[src/rtl/branch_recover_pkg.sv]
// Shared types and constants for the branch-recovery controller.
package branch_recover_pkg;

  // Width of PC / instruction addresses throughout the core.
  localparam int BR_ADDR_W = 40;

  typedef enum logic [1:0] {
    ST_IDLE  = 2'd0,
    ST_FLUSH = 2'd1,
    ST_PCWR  = 2'd2,
    ST_DRAIN = 2'd3
  } br_state_e;

  typedef enum logic {
    LVL_ANALYSIS = 1'b0,
    LVL_EXEC     = 1'b1
  } br_level_e;

endpackage

[src/rtl/branch_recover_stat_cnt.sv]
// Saturating event counter with synchronous clear; clear beats increment.
module branch_recover_stat_cnt #(
  parameter int W = 32
) (
  input  logic         clk,
  input  logic         rst,
  input  logic         clr_i,
  input  logic         inc_i,
  output logic [W-1:0] cnt_o
);

  logic [W-1:0] cnt_q;

  always_ff @(posedge clk) begin
    if (rst || clr_i) begin
      cnt_q <= '0;
    end else if (inc_i && (cnt_q != {W{1'b1}})) begin
      cnt_q <= cnt_q + W'(1);
    end
  end

  assign cnt_o = cnt_q;

endmodule

[src/rtl/branch_recover_ctrl.sv]
// Sequences a branch misprediction recovery: flush pulses, PC write, drain.
// Optional statistics counters are enabled with BRANCH_RECOVER_STATS_EN.
module branch_recover_ctrl
  import branch_recover_pkg::*;
#(
  parameter int ADDR_W       = BR_ADDR_W,
  parameter int DRAIN_CYCLES = 2,
  parameter int STAT_W       = 32
) (
  input  logic              clk,
  input  logic              rst,
  input  logic              isRecoverPC,
  input  logic [ADDR_W-1:0] recoverAddress,
  input  logic              askClean_FetchMod,
  input  logic              askClean_InstParsingMod,
  input  logic              askInterHandle,
  input  logic              askRestartHandle,
  output logic              clean_fetch_o,
  output logic              clean_parse_o,
  output logic              hold_fetch_o,
  output logic              pc_wr_valid_o,
  output logic [ADDR_W-1:0] pc_wr_addr_o,
  input  logic              pc_wr_ready_i,
  output logic              busy_o
`ifdef BRANCH_RECOVER_STATS_EN
  ,
  input  logic              stat_clr_i,
  output logic [STAT_W-1:0] stat_exec_cnt_o,
  output logic [STAT_W-1:0] stat_anal_cnt_o
`endif
);

  localparam int CNT_W = (DRAIN_CYCLES > 0) ? $clog2(DRAIN_CYCLES + 1) : 1;
  localparam logic [CNT_W-1:0] DRAIN_LOAD =
      (DRAIN_CYCLES > 0) ? CNT_W'(DRAIN_CYCLES - 1) : '0;

  br_state_e         state_q, state_d;
  br_level_e         level_q, level_d;
  logic [ADDR_W-1:0] addr_q, addr_d;
  logic [CNT_W-1:0]  cnt_q, cnt_d;

  logic abort, capture, override;

  // Fetch-clean is implied by every recovery, so the request line carries no extra information.
  logic unused_fetch_req;
  assign unused_fetch_req = askClean_FetchMod;

  assign abort    = askInterHandle | askRestartHandle;
  assign capture  = (state_q == ST_IDLE) & isRecoverPC & ~abort;
  assign override = (state_q != ST_IDLE) & isRecoverPC & askClean_InstParsingMod & ~abort;

  always_comb begin
    state_d = state_q;
    level_d = level_q;
    addr_d  = addr_q;
    cnt_d   = cnt_q;
    if (abort) begin
      state_d = ST_IDLE;
    end else if (capture || override) begin
      state_d = ST_FLUSH;
      addr_d  = recoverAddress;
      level_d = askClean_InstParsingMod ? LVL_EXEC : LVL_ANALYSIS;
    end else begin
      case (state_q)
        ST_FLUSH: state_d = ST_PCWR;
        ST_PCWR: begin
          if (pc_wr_ready_i) begin
            if (DRAIN_CYCLES == 0) begin
              state_d = ST_IDLE;
            end else begin
              state_d = ST_DRAIN;
              cnt_d   = DRAIN_LOAD;
            end
          end
        end
        ST_DRAIN: begin
          if (cnt_q == '0) state_d = ST_IDLE;
          else             cnt_d   = cnt_q - CNT_W'(1);
        end
        default: ;
      endcase
    end
  end

  always_ff @(posedge clk) begin
    if (rst) begin
      state_q <= ST_IDLE;
      level_q <= LVL_ANALYSIS;
      addr_q  <= '0;
      cnt_q   <= '0;
    end else begin
      state_q <= state_d;
      level_q <= level_d;
      addr_q  <= addr_d;
      cnt_q   <= cnt_d;
    end
  end

  assign clean_fetch_o = (state_q == ST_FLUSH);
  assign clean_parse_o = (state_q == ST_FLUSH) && (level_q == LVL_EXEC);
  assign pc_wr_valid_o = (state_q == ST_PCWR);
  assign pc_wr_addr_o  = addr_q;
  assign busy_o        = (state_q != ST_IDLE);
  assign hold_fetch_o  = busy_o;

`ifdef BRANCH_RECOVER_STATS_EN
  logic exec_inc, anal_inc;
  assign exec_inc = (capture | override) & askClean_InstParsingMod;
  assign anal_inc = capture & ~askClean_InstParsingMod;

  branch_recover_stat_cnt #(.W(STAT_W)) u_exec_cnt (
    .clk   (clk),
    .rst   (rst),
    .clr_i (stat_clr_i),
    .inc_i (exec_inc),
    .cnt_o (stat_exec_cnt_o)
  );

  branch_recover_stat_cnt #(.W(STAT_W)) u_anal_cnt (
    .clk   (clk),
    .rst   (rst),
    .clr_i (stat_clr_i),
    .inc_i (anal_inc),
    .cnt_o (stat_anal_cnt_o)
  );
`else
  localparam int UNUSED_STAT_W = STAT_W;
`endif

endmodule

[config.mk]
export PLATFORM = sky130hd
export DESIGN_NAME = branch_recover_ctrl
export DESIGN_NICKNAME = d
export VERILOG_FILES = /design/src/rtl/branch_recover_pkg.sv /design/src/rtl/branch_recover_stat_cnt.sv /design/src/rtl/branch_recover_ctrl.sv
export SDC_FILE = /design/constraint.sdc
export NUM_CORES = 1
export LEC_CHECK = 0
export ABC_CLOCK_PERIOD_IN_PS = 1900
export CAP_MARGIN = 20
export CORE_MARGIN = 2
export CORE_UTILIZATION = 39
export CTS_CLUSTER_DIAMETER = 30
export CTS_CLUSTER_SIZE = 28
export DETAILED_ROUTE_END_ITERATION = 7
export PLACE_DENSITY = 0.85
export SLEW_MARGIN = 20
export SYNTH_ARGS = -nofsm -noshare
export SYNTH_HDL_FRONTEND = slang
export SYNTH_SLANG_ARGS = --single-unit
[constraint.sdc]
create_clock -name clk -period 1.9 [get_ports clk]
set_input_delay 0.19 -clock clk [delete_from_list [all_inputs] [get_ports clk]]
set_output_delay 0.19 -clock clk [all_outputs]
set_load 0.05 [all_outputs]
; ---- Yosys cells after proc, flatten, opt, wreduce, memory -nomap -nowiden
; Index checks and enable logic that the tools add are counted.
[totals]
register_bits = 45
latchBits = 0
ramBits = 0
romBits = 0
input_bits = 48
output_inout_bits = 45
elab_cells = 44
mem_count = 0
[classes]
add_sub_neg = 1
multipliers = 0
div = 0
order_cmp = 0
n_eq_ne = 8
n_shift = 0
n_mux = 8
bitwise = 8
n_reduce_logical = 14
[ops]
columns = op, n
row1 = $mux W2, 4
row2 = $pmux W2 S3, 1
row3 = $reduce_and A3 Y1, 2
row4 = $and A1 B1 Y1, 5
row5 = $reduce_and A5 Y1, 1
row6 = $eq A2 B2 Y1 const B, 2
row7 = $logic_not A2 Y1, 2
row8 = $ne A2 B2 Y1 const B, 2
row9 = $pmux W2 S2, 1
row10 = $reduce_bool A2 Y1, 2
row11 = $reduce_bool A4 Y1, 1
row12 = $ne A3 B1 Y1 const B, 1
row13 = $ne A3 B3 Y1 const B, 1
row14 = $reduce_bool A3 Y1, 1
row15 = $reduce_or A3 Y1, 1
row16 = $eq A2 B1 Y1 const B, 1
row17 = $mux W1, 2
row18 = $ne A2 B1 Y1 const B, 1
row19 = $not A1 Y1, 2
row20 = $reduce_and A2 Y1, 1
row21 = $reduce_or A2 Y1, 1
row22 = $sub A2 B1 Y2 const B, 1
row23 = $logic_and A1 B1 Y1, 1
row24 = $logic_or A1 B1 Y1, 1
row25 = $or A1 B1 Y1, 1

; ---- Depth between registers and ports, before layout
[depth]
ltp_word = 7
depth_mapped = 8
mapped_depth_nobuf = 6

; ---- Worst setup path after synthesis
; OpenSTA, ideal clock, no wires.
[synth_timing]
path_kind = register to register
startpoint = register state_q[0]
endpoint = register state_q[0]
setup_time_ns = 0.103
t_arrival_ns = 1.734
required_time_ns = 1.797
slack_ns = 0.063
stages_incl_launch_ff = 6
path_buffers = 0
period_less_slack_ns = 1.837
path_cell_list = dfxtp_1 > inv_1 > ha_1 > nor2b_1 > o31ai_1 > a2111oi_2
[synth_between]
elab_cells_between_ends = 17
classes_between = 5 x eq/ne / 2 x mux / 5 x bitwise / 5 x reduce/logical
[synth_rtl]
columns = element, line
row1 = from (decl), branch_recover_ctrl.sv:37  ; br_state_e state_q, state_d;
row2 = from (signal assigned), branch_recover_ctrl.sv:92  ; state_q <= state_d;
row3 = $eq A2 B2 Y1 (*), n/a
row4 = named net pc_wr_valid_o, branch_recover_ctrl.sv:21  ; output logic pc_wr_valid_o,
row5 = "$ne A3 B1 Y1 (no source line), or another cell as far along", n/a
row6 = $reduce_and A3 Y1 (no source line) or $mux W1 (tied branches), n/a
; The timed path passes the listed nets; every way through them passes the cells marked *.
; A chain may end at the register's enable or synchronous reset.

; ---- Final worst setup path
[layout_timing]
startpoint = register state_q[0]
endpoint = register state_q[0]
[layout_between]
elab_chain_cells = 7
elab_cells_between_ends = 17
classes_between = 5 x eq/ne / 2 x mux / 5 x bitwise / 5 x reduce/logical
[layout_rtl]
columns = element, line
row1 = $reduce_bool A2 Y1, branch_recover_ctrl.sv:50  ; assign override = (state_q != ST_IDLE) & isRecoverPC & askClean_InstParsingMod & ~abort;
row2 = $and A1 B1 Y1 (3 in a row), branch_recover_ctrl.sv:50
row3 = $logic_or A1 B1 Y1, branch_recover_ctrl.sv:59  ; end else if (capture || override) begin
row4 = "$ne A3 B3 Y1 (no source line), or another cell as far along", n/a
row5 = $reduce_and A3 Y1 (no source line), n/a
; Parallel ways exist; a longest one is shown, timed or not.

==> key figures <==
Outcome
  – Result of the run: finished, final reports clean

Worst setup path
  – Startpoint Class: flip-flop
  – Category of the critical setup timing path: reg2reg
  – Worst flop-to-flop path startpoint: state_q[0]$_SDFFE_PP0P_
  – Kind of end point of the critical path: flip-flop
  – Highest net fanout along the worst path: 5
  – Cell count of the worst reg-to-reg path: 5
  – FF-to-FF End: state_q[0]$_SDFFE_PP0P_
  – Data required time at the worst endpoint: 2.09 ns
  – Setup slack of the most critical reg-to-reg path: 0.20 ns
  – Data arrival time at the worst-slack endpoint: 1.89 ns

Final layout
  – Fraction of final layout cells with drive strength greater than 1: 7.643%
  – Final design utilization: between 60% and 70%
  – Most common library cell in the layout ignoring fill and taps: sky130_fd_sc_hd__clkdlybuf4s50_1
  – Synth-to-layout area growth: 59.06%
  – # diodes: 0
  – Final-stage net count: 369
  – Filler Cells Inserted: 376
  – Top library cells by usage in the layout, fill and taps aside: sky130_fd_sc_hd__clkdlybuf4s50_1, sky130_fd_sc_hd__nand2_1, sky130_fd_sc_hd__dfxtp_1, sky130_fd_sc_hd__a21oi_1, sky130_fd_sc_hd__buf_4

Drt
  – Number of remaining DRC errors: 0
  – Detailed-router iteration count before antenna repair: 4
  – Total vias in the final route: 1722
  – Wire per inst: around 12 um
  – Number of DRC markers after the initial detailed-route iteration: 78
  – WL final: around 4300 um
  – Residual antenna-violating net count after detailed routing: 0
  – Mean number of vias per cell: roughly 4.7

Global route
  – Total congestion overflow: 0
  – Number of antenna violations at the first check in global routing: 0
  – First-pass GRT wire length: 7134 um
  – Via count of the first global-routing pass: between 1.5k and 2k
  – Tot GR Track Use: 17.52%
  – Maximum number of pins on one net before global-route repair: 28

Pwr
  – Total power of the final layout: approximately 1900 uW
  – Internal portion of total power: 1389 uW
  – Peak supply drop: 437.9 uV
  – Static power due to leakage: 0.001021 uW
  – Portion of total power attributed to sequential cells: 51.9%
  – Combinational power share: a little under a fifth
  – Power Density: 667.2 nW/um^2
  – Switching power of the nets: 508.6 uW
  – Switching share of power: roughly 27%
  – Clk network pwr share: 29.7%

Synth
  – Post-Syn Area per Cell: about 8.0 um^2
  – Most area-hungry cell type in the Yosys netlist: sky130_fd_sc_hd__dfxtp_1
  – Number of warnings issued by yosys: 0
  – Async S/R FF share, synth: 0%
  – Portion of synthesized cell area occupied by the leading cell type: ~50%
  – Cell count after synthesis: ~220
  – Synthesized flop and latch total: 45
  – Post-Syn Nets: about 280
  – Most area-consuming cells after synthesis: sky130_fd_sc_hd__dfxtp_1, sky130_fd_sc_hd__nand2_1, sky130_fd_sc_hd__a21oi_1
  – Unique masters post-synth: 24
  – Number of flops mapped to enable cells by yosys: 0
  – Most frequently used flop master after synthesis: sky130_fd_sc_hd__dfxtp_1
  – Cell Area, Synth: 1788 um^2
  – Sequential element share of the synthesized area: 50.38%

STA
  – Worst-Margin Slew: 0.5248 ns
  – Worst-case hold slack: 0.4384 ns
  – Max frequency: 588.3 MHz
  – Setup repair after global routing missed its margin: false
  – Final Setup Violations: 0
  – Tmin final: around 1.7 ns
  – Final number of max-transition violations: 0
  – Relative max-transition margin: 64.90%
  – Period Utilization, post-route: 89.46%
  – Final hold violation count: 0
  – Largest clock skew in the final design: 0.001289 ns
  – Total negative slack: 0 ns
  – Final setup slack of the worst path: 0.2002 ns

Placed design
  – Final Wtd Congestion: between 0.7 and 0.8
  – Number of buffers inserted by port buffering: 91
  – Half-perimeter wire length of the detailed placement result: 3165 um
  – Post-Place Setup Slack: roughly 0.19 ns

Hold path
  – Classification of the worst-slack hold path: in2reg
  – Hold Crit Depth: 3
  – Hold path start: recoverAddress[13]
  – End point of the most critical hold path: pc_wr_addr_o[13]$_SDFFE_PP0P_

Clock network
  – Number of post-CTS setup repair buffers: 0
  – Buffers from clock root to sink, at most: 2
  – Clock input transition at the sequential cells of the worst setup and hold paths: 0.08 ns
  – TritonCTS clock tree: done
  – Later-pin clock latency in the skew report: ~0.29 ns
  – Cts bufs inserted: 5
  – H-tree Lvls: 2
  – Post-cts hold buffer count: 0
  – Sinks on the clock net: 45
  – Clock Root Buffer: sky130_fd_sc_hd__clkbuf_8

Floorplanning
  – Cell row count: 24
  – Initial cell density of the core: between 40% and 50%
  – Vertical die dimension: between 70 and 80 um
  – Die width: 71.71 um
  – Die Outline Area: 5142 um^2
  – Io pins: 93
  – Total core area: 4384 um^2

Flow run
  – Max cap viols: 0
cell usage after synthesis (2+ instances only):
cell                       number
sky130_fd_sc_hd__nand2_1       84
sky130_fd_sc_hd__dfxtp_1       45
sky130_fd_sc_hd__a21oi_1       43
sky130_fd_sc_hd__clkbuf_1       8
sky130_fd_sc_hd__ha_1           8
sky130_fd_sc_hd__buf_4          6
sky130_fd_sc_hd__inv_1          5
sky130_fd_sc_hd__nor2_1         3
sky130_fd_sc_hd__and2_1         2
sky130_fd_sc_hd__nor2b_1        2
sky130_fd_sc_hd__nor3_1         2
sky130_fd_sc_hd__nor3_2         2
sky130_fd_sc_hd__o21ai_0        2
power groups by stage:
stage	clock (uW)	combinational [uW]	sequential, uW
after global placement	0	349	1010
final	564	349	984
after global routing	618	372	989
after detailed placement	0	351	1010
after floorplan	0	76.6	1100
after CTS	582	353	985
worst max path at each step:
stage                            start                      endpoint  slack (ns)  cells after the start
5_1_grt        state_q[1]$_SDFFE_PP0P_       state_q[0]$_SDFFE_PP0P_        0.04                      5
3_5_place_dp   state_q[0]$_SDFFE_PP0P_       state_q[1]$_SDFFE_PP0P_        0.19                      6
2_1_floorplan  state_q[0]$_SDFFE_PP0P_       state_q[0]$_SDFFE_PP0P_        0.06                      5
6_report       state_q[0]$_SDFFE_PP0P_       state_q[0]$_SDFFE_PP0P_        0.20                      5
4_1_cts        state_q[0]$_SDFFE_PP0P_       state_q[1]$_SDFFE_PP0P_        0.16                      6
3_3_place_gp            askInterHandle  pc_wr_addr_o[6]$_SDFFE_PP0P_        0.24                      5
final cells by class:
type	instances	area (um^2)	share of cell area [%]
inverter	5	18.77	0.6599
clock inverter	2	10.01	0.3520
multi-input combinational	157	792.0	27.85
clock buffer	6	72.57	2.552
sequential	45	902.1	31.72
tap	52	65.06	2.288
timing repair buffer	99	983.4	34.58
repair_timing:
action,CTS,global route
setup endpoints to repair,0,2
gates resized for setup,0,2
hold endpoints to repair,0,0
sequential cells by signal, summed over array words and instances, names as in the netlist:
signal	flops
pc_wr_addr_o	40
cnt_q	2
state_q	2
level_q	1
critical path, stage by stage (launching register included):
cell and delay (ns):
sky130_fd_sc_hd__dfxtp_2 0.35, sky130_fd_sc_hd__inv_1 0.14, sky130_fd_sc_hd__ha_1 0.21, sky130_fd_sc_hd__nor2b_1 0.38
sky130_fd_sc_hd__o31ai_1 0.15, sky130_fd_sc_hd__a2111oi_2 0.36
metal layers:
metal | GRT usage [%] | wire length [um]
met1 | 20.91 | 1764
met2 | 29.53 | 2232
met3 | 6.470 | 336
met4 | 5.031 | 14
met5 | 0 | 0
logic make-up (layout without fill, tap and decap cells):
kind of cell / count (synthesis) / in the layout / synth area share (%)
mux: 1 / 1 / 0.5599
compound gates: 51 / 51 / 15.54
simple gates: 97 / 97 / 22.18
fa+ha+maj: 8 / 8 / 5.599
flops: 45 / 45 / 50.38
buf+inv: 21 / 112 / 5.738
through the flow:
stage,cell area (um^2),instances
finish,2844,366
global route,2844,366
global placement,2759,358
floorplan,1788,223
CTS,2841,366
detailed placement,2759,358
Note: power is estimated with default switching activity, not from simulation.
